### src/rtl/pc_pkg.sv
// pc_pkg: shared types and constants for the fetch-side PC/branch unit.
package pc_pkg;
    typedef enum logic [3:0] {
        COND_AL = 4'b0000,
        COND_EQ = 4'b0001,
        COND_NE = 4'b0010,
        COND_LT = 4'b0011,
        COND_GT = 4'b0100,
        COND_LE = 4'b0101,
        COND_CS = 4'b0110,
        COND_VS = 4'b0111
    } brcond_e;

    typedef enum logic [1:0] {IDLE, RUN, HALTED} pc_state_e;

    localparam int FLAG_Z = 3;
    localparam int FLAG_C = 2;
    localparam int FLAG_N = 1;
    localparam int FLAG_V = 0;
endpackage

### src/rtl/branch_cond_eval.sv
// branch_cond_eval: resolves a branch condition code against {z,c,n,v}; codes 8-15 never take.
module branch_cond_eval
    import pc_pkg::*;
(
    input  logic [3:0] flags,
    input  logic [3:0] br_cond,
    output logic       cond_true
);
    always_comb begin
        cond_true = 1'b0;
        case (br_cond)
            COND_AL: cond_true = 1'b1;
            COND_EQ: cond_true = flags[FLAG_Z];
            COND_NE: cond_true = !flags[FLAG_Z];
            COND_LT: cond_true = flags[FLAG_N];
            COND_GT: cond_true = !flags[FLAG_N] && !flags[FLAG_Z];
            COND_LE: cond_true = flags[FLAG_N] || flags[FLAG_Z];
            COND_CS: cond_true = flags[FLAG_C];
            COND_VS: cond_true = flags[FLAG_V];
            default: cond_true = 1'b0;
        endcase
    end
endmodule

### src/rtl/pc_branch_unit.sv
// pc_branch_unit: program counter, flag register, branch-target LUT and start/halt sequencing.
// Optional branch statistics counters are built when PC_BRANCH_STATS_EN is defined.
module pc_branch_unit
    import pc_pkg::*;
#(
    parameter int PC_W      = 10,
    parameter int LUT_DEPTH = 16,
    localparam int IDX_W    = $clog2(LUT_DEPTH)
) (
    input  logic             clk,
    input  logic             rst_n,
    input  logic             start,
    input  logic [PC_W-1:0]  start_addr,
    input  logic             stall,
    input  logic             halt,
    input  logic             br_valid,
    input  logic [3:0]       br_cond,
    input  logic [IDX_W-1:0] br_idx,
    input  logic             flag_we,
    input  logic             z_in,
    input  logic             c_in,
    input  logic             n_in,
    input  logic             v_in,
    input  logic             lut_we,
    input  logic [IDX_W-1:0] lut_addr,
    input  logic [PC_W-1:0]  lut_data,
    output logic [PC_W-1:0]  pc,
    output logic             running,
    output logic             done,
    output logic [3:0]       flags,
    output logic             br_taken
`ifdef PC_BRANCH_STATS_EN
    ,
    output logic [15:0]      br_count,
    output logic [15:0]      taken_count
`endif
);
    pc_state_e       state_q, state_d;
    logic [PC_W-1:0] pc_q, pc_d;
    logic [3:0]      flags_q, flags_d;
    logic [PC_W-1:0] lut_q [LUT_DEPTH];
    logic [PC_W-1:0] lut_d [LUT_DEPTH];
    logic            cond_true, active, start_acc;

    branch_cond_eval u_cond (
        .flags     (flags_q),
        .br_cond   (br_cond),
        .cond_true (cond_true)
    );

    assign active    = state_q == RUN && !stall;
    assign start_acc = state_q != RUN && start;
    assign br_taken  = active && !halt && br_valid && cond_true;
    assign pc        = pc_q;
    assign flags     = flags_q;
    assign running   = state_q == RUN;
    assign done      = state_q == HALTED;

    always_comb begin
        state_d = state_q;
        pc_d    = pc_q;
        flags_d = flags_q;
        lut_d   = lut_q;
        if (start_acc) begin
            state_d = RUN;
            pc_d    = start_addr;
        end else if (active) begin
            state_d = halt ? HALTED : RUN;
            pc_d    = halt ? pc_q : br_taken ? lut_q[br_idx] : pc_q + 1'b1;
        end
        // Branches above read flags_q/lut_q, so same-cycle updates are seen only next cycle.
        if (flag_we && (state_q != RUN || !stall)) begin
            flags_d[FLAG_Z] = z_in;
            flags_d[FLAG_C] = c_in;
            flags_d[FLAG_N] = n_in;
            flags_d[FLAG_V] = v_in;
        end
        if (lut_we) lut_d[lut_addr] = lut_data;
    end

    always_ff @(posedge clk or negedge rst_n) begin
        if (!rst_n) begin
            state_q <= IDLE;
            pc_q    <= '0;
            flags_q <= '0;
            lut_q   <= '{default: '0};
        end else begin
            state_q <= state_d;
            pc_q    <= pc_d;
            flags_q <= flags_d;
            lut_q   <= lut_d;
        end
    end

`ifdef PC_BRANCH_STATS_EN
    logic [15:0] br_cnt_q, br_cnt_d, tk_cnt_q, tk_cnt_d;
    logic        br_exec;

    assign br_exec     = active && !halt && br_valid;
    assign br_count    = br_cnt_q;
    assign taken_count = tk_cnt_q;

    always_comb begin
        br_cnt_d = start_acc ? '0 : (br_exec && br_cnt_q != 16'hFFFF) ? br_cnt_q + 1'b1 : br_cnt_q;
        tk_cnt_d = start_acc ? '0 : (br_taken && tk_cnt_q != 16'hFFFF) ? tk_cnt_q + 1'b1 : tk_cnt_q;
    end

    always_ff @(posedge clk or negedge rst_n) begin
        if (!rst_n) begin
            br_cnt_q <= '0;
            tk_cnt_q <= '0;
        end else begin
            br_cnt_q <= br_cnt_d;
            tk_cnt_q <= tk_cnt_d;
        end
    end
`endif
endmodule

### config.mk
export PLATFORM = sky130hd
export DESIGN_NAME = pc_branch_unit
export DESIGN_NICKNAME = d
export VERILOG_FILES = /design/src/rtl/pc_pkg.sv /design/src/rtl/branch_cond_eval.sv /design/src/rtl/pc_branch_unit.sv
export SDC_FILE = /design/constraint.sdc
export NUM_CORES = 1
export LEC_CHECK = 0
export BUFFER_PORTS_ARGS = -buffer_cell sky130_fd_sc_hd__buf_4
export CORE_ASPECT_RATIO = 1.4
export CORE_MARGIN = 2
export CORE_UTILIZATION = 27
export CTS_CLUSTER_DIAMETER = 100
export CTS_CLUSTER_SIZE = 20
export DETAILED_ROUTE_END_ITERATION = 12
export GPL_ROUTABILITY_DRIVEN = 0
export GPL_TIMING_DRIVEN = 0
export SLEW_MARGIN = 20
export SYNTH_ARGS = -nofsm -noshare
export SYNTH_HDL_FRONTEND = slang
export SYNTH_HIERARCHICAL = 1
export SYNTH_SLANG_ARGS = --single-unit
export TNS_END_PERCENT = 30
### constraint.sdc
create_clock -name clk -period 2.45 [get_ports clk]
set_input_delay 0.735 -clock clk [delete_from_list [all_inputs] [get_ports clk]]
set_output_delay 0.735 -clock clk [all_outputs]
set_load 0.05 [all_outputs]
Word-level counts from Yosys, hierarchy flattened
Index checks and enable logic that the tools add are counted.
- register bits after elaboration: 176
- output and inout port bits: 17
- input port bits: 44
- word-level logic and storage cells: 67
- eq/ne operators: 11
- reduce and logical (&&, ||, !) cells: 17
- bitwise logic cells: 2
- magnitude comparators: 3
- muxes and demuxes: 14
- add/sub/neg operators: 1
- operator list (cell ; number):
    $bwmux 160 ; 1
    $mux 10 ; 7
    $bmux 10 s4 ; 1
    $demux 10 s4 ; 1
    $eq 4x3->1 const B ; 4
    $add 10x1->10 const B ; 1
    $ge 5x5->1 const B ; 2
    $not 4->5 ; 2
    $eq 4x2->1 const B ; 2
    $logic_and 1x1->1 ; 8
    $pmux 1 s8 ; 1
    $mux 2 ; 3
    $lt 5x1->1 const B ; 1
    $eq 4x1->1 const B ; 1
    $logic_not 1->1 ; 4
    $logic_not 4->1 ; 1
    $ne 2x1->1 const B ; 2
    $eq 2x1->1 const B ; 1
    $eq 2x2->1 const B ; 1
    $logic_or 1x1->1 ; 2
    $reduce_and 2->1 ; 1
    $reduce_bool 2->1 ; 1

Depth between registers and ports, before layout
- depth after elaboration: 9
- depth in mapped cells: 8
- depth with buffers taken out: 8

Cells and area by module
The synthesis kept the hierarchy.
- by module, submodules not included (module ; area an instance (sq um) ; seq. area each (sq um) ; cells each ; times used):
    pc_branch_unit ; 8256.7 ; 4404.2 ; 573 ; 1
    branch_cond_eval ; 63.8 ; 0.0 ; 8 ; 1

Least setup slack after synthesis
Ideal clock, no wire load.
- path type: input to output
- from: input br_cond[2]
- to: output br_taken
- buffers on the path: 0
- path slack: -0.207 ns
- required time: 1.715 ns
- arrival time: 1.922 ns
- stages: 5
- path through: mux2i_1 > a21o_1 > a221oi_2 > nand3_1 > inv_1
- cells in the longest elaborated chain, start to end: 3
- elaborated cells between the ends (all ways): 10
- those cells by class: eq/ne: 7; mux: 1; reduce/logical: 2
- ends and longest elaborated chain (item ; line ; RTL):
    start: declaration ; pc_branch_unit.sv:17 ; input logic [3:0] br_cond,
    $eq 4x3->1 (tied with other cells) ; branch_cond_eval.sv:11 ; case (br_cond)
    $pmux 1 s8 (*) ; branch_cond_eval.sv:11 ;
    net cond_true ; pc_branch_unit.sv:43 ; logic cond_true, active, start_acc;
    $logic_and 1x1->1 (*) ; pc_branch_unit.sv:53 ; assign br_taken = active && !halt && br_valid && cond_true;
    end: declaration ; pc_branch_unit.sv:31 ; output logic br_taken
The timed path passes the listed nets; every way through them passes the cells marked *.

Final worst setup path
Ends and elaborated chain as after synthesis.

==> flow_metrics.tcl <==
set metrics [dict create \
    cts_tree "yes" \
    start_kind "input pin" \
    synth_xor_area_share_pct 0.316 \
    setup_viol 1 \
    fp.dieW_um 152 \
    fin_ws_ps -199 \
    syn_inst 581 \
    skew_ps 8.18 \
    ys_seq_area_share_pct 52.9 \
    clk_pin_slew_ps 60 \
    endpoint_kind "output port" \
    drive_above_1_share_pct 47.3 \
    dp_hpwl_um 13800 \
    areaGrowthSynthToFinish_pct 20.3 \
    slew_headroom_pct 38.5 \
    internal_power_mw 6.35 \
    die_area_um2 32300 \
    pin_count 61 \
    synth_warnings 6 \
    max_stage_delay_ps 340 \
    first_global_vias 5453 \
    switchingPower_mw 2.51 \
    power_density_nw_per_um2 885 \
    worstMarginPinSlew_ps 921 \
    synth-compound-area-share_pct 5.50 \
    sequentialPowerShare_pct 45.1 \
    slew_violations 0 \
    drv_cap 0 \
    crit_slowest_cell "a221oi_4" \
    synthFlopType "dfrtp_1" \
    required_ps 1710 \
    rsz0062_at_grt "yes" \
    post_drt_wl_per_cell_um 19.1 \
    max_freq_mhz 378 \
    avgViaCountPerCell 4.88 \
    syn-cell-area_um2 8320 \
    synth_edf_count 0 \
    grt_max_degree 97 \
    min_period_over_period_pct 108 \
    crit_type "in -> out" \
    multi_input_area_um2 3750 \
    period_minus_slack_ps 2650 \
    hold_viol_final 0 \
    holdCritPathClass "in -> async" \
    synthAdderAreaFrac_pct 0.150 \
    num-fill-cells 2986 \
    cpMostUsedCell "buf_8" \
    first_pass_iters 6 \
    cp_max_fo 3 \
    gr-total-overflow 0 \
    postRouteAntennaNets 0 \
    fin_total_pwr_mw 8.86 \
    ir_worst_vdd_v 0.000375 \
    synth_top_family_by_area "multiplexers" \
    ys_seq_elements 176 \
    critPathBufInv 3 \
    violations "negative setup slack" \
    clock_latency_ps 430 \
    antenna_found_initial 0 \
    drc 0 \
    synth_simple_gate_area_share_pct 5.20 \
    tns_ps -199 \
    cts_root_buffer "clkbuf_16" \
    regArea_um2 4400 \
    die_h_um 212 \
    vias 5221 \
    core-area_um2 30500 \
    dr.first_iter.drc_count 328 \
    outcome "finished with violations" \
    start_util_pct 27.3 \
    gr-usage-all-layers_pct 13.2 \
    cp_cell_sequence "buf_8 > mux2i_1 > a21o_1 > a221oi_4 > nand3_2 > clkinvlp_4 > buf_8" \
    comb_power_share_pct 22.8 \
    path_delay_family "compound AO/OA/AOI/OAI gates" \
    p_clk_share_pct 32.2 \
    htreeDepth 4 \
    nNetsFinal 711 \
    diodes 0 \
    netSwitchingFraction_pct 28.3 \
    synth_fp_nets 626 \
    rows 76 \
    synth_area_per_cell_um2 14.3 \
    leakage_nw 4.21 \
    synthDistinctLibCells 49 \
    grt_pass1_wl_um 32400 \
    wirelength_um 20400 \
    cts_buffers 17 \
    synth.area.mux_share_pct 33.7 \
    crit_arrival_ps 1910 \
    cts.sinks 176 \
    io_buffers 59 \
    async_reset_ff_share_pct 100 \
    cts_max_path_buffers 2 \
]
cell type report:
| type | count | area share [%] |
|---|---|---|
| buffer | 33 | 1.59 |
| sequential | 176 | 44.0 |
| clock buffer | 20 | 4.66 |
| timing repair buffer | 66 | 5.57 |
| inverter | 6 | 0.262 |
| tap | 390 | 4.87 |
| clock inverter | 12 | 1.57 |
| multi-input combinational | 366 | 37.5 |
worst register-to-register path: stages (launching register included):
cell and delay (ps):
dfrtp_1 410, o21ai_0 170, nand2b_1 110, a221oi_4 330, nand2_1 190, or3_1 490, o22ai_1 310, a21oi_1 70
flip-flops by register name, summed over array words and instances, names as in the netlist:
signal and cells:
lut_q 160, state_q 2, pc 10, flags 4
synth_stat cells, types with 4 or more instances:
| cell type | number | area [µm²] |
|---|---|---|
| mux2i_1 | 20 | 200 |
| nor2_1 | 8 | 30.0 |
| o22ai_1 | 8 | 50.1 |
| o21ai_0 | 6 | 30.0 |
| nand2_1 | 18 | 67.6 |
| nand2b_1 | 6 | 37.5 |
| mux2_2 | 168 | 1890 |
| clkbuf_1 | 17 | 63.8 |
| a211oi_1 | 7 | 52.6 |
| buf_4 | 4 | 30.0 |
| a2111oi_0 | 4 | 35.0 |
| or3_1 | 4 | 25.0 |
| dfrtp_1 | 176 | 4400 |
| nor2_2 | 9 | 56.3 |
| buf_2 | 10 | 50.1 |
| nor2b_1 | 10 | 62.6 |
| nand3_1 | 9 | 45.0 |
| nor3_1 | 4 | 20.0 |
| mux4_2 | 27 | 608 |
| a31oi_1 | 8 | 50.1 |
| a21oi_1 | 11 | 55.1 |
| inv_1 | 6 | 22.5 |
| mux4_1 | 4 | 105 |
layout by cell type, fill, tap and decap left out, types with 11 or more instances in the layout:
cell type  count
dfrtp_1      176
mux2i_1       20
nand2_1       18
clkbuf_1      17
clkbuf_16     17
a21oi_1       11
mux2_2       168
buf_4         65
mux4_2        27
metal layers:
layer,wire length [µm],global-route usage [%],up-vias
met4,265,4.25,0
li1,-,-,2372
met1,9120,17.3,2711
met5,0,0,-
met3,862,2.31,18
met2,10200,22.3,120
worst paths after layout:
| path | start | end | slack, ps | depth (start not counted) |
|---|---|---|---|---|
| max | br_cond[2] | br_taken | -200 | 7 |
| max in group asynchronous | rst_n | lut_q[106]$_DFFE_PN0P_ | 1370 | 3 |
| max reg2reg | flags[3]$_DFFE_PN0P_ | pc[4]$_DFFE_PN0P_ | 250 | 7 |
| min in group clk | lut_q[78]$_DFFE_PN0P_ | lut_q[78]$_DFFE_PN0P_ | 500 | 1 |
| min reg2reg | lut_q[78]$_DFFE_PN0P_ | lut_q[78]$_DFFE_PN0P_ | 500 | 1 |
| min | rst_n | lut_q[28]$_DFFE_PN0P_ | 320 | 2 |
cells by family after synthesis:
group | after synthesis
DFF | 176
buffers and inverters | 39
xor gates and xnor gates | 3
adders and majority gates | 1
muxes | 219
and+or+nand+nor | 78
AOI/OAI and AO/OA | 65
through the flow:
step	util, %	cell area, µm²	setup slack (ps)	hold WS (ps)	cells
6_report	32.8	10000	-199	323	1069
5_1_grt	32.8	10000	-261	358	1069
4_1_cts	32.7	10000	-253	341	1067
3_5_place_dp	30.5	9320	-549	485	1032
3_3_place_gp	30.3	9260	-553	479	1030
2_1_floorplan	-	8330	-33.9	439	581
power groups by stage:
stage	clock, mW	combinational [mW]	sequential [mW]
2_1_floorplan	0	1.22	4.19
5_1_grt	3.04	2.18	4.09
4_1_cts	2.91	2.03	3.99
3_5_place_dp	0	2.02	4.05
3_3_place_gp	0	1.96	4.01
6_report	2.85	2.02	3.99
timing repair:
action	CTS	global route
endpoints found under the setup margin	1	1
resized for setup	5	0
pin swaps	3	3
hold buffers	0	0
setup buffers	3	2
hold endpoints to repair	0	0
No activity file was read; power rests on OpenSTA's default activity.
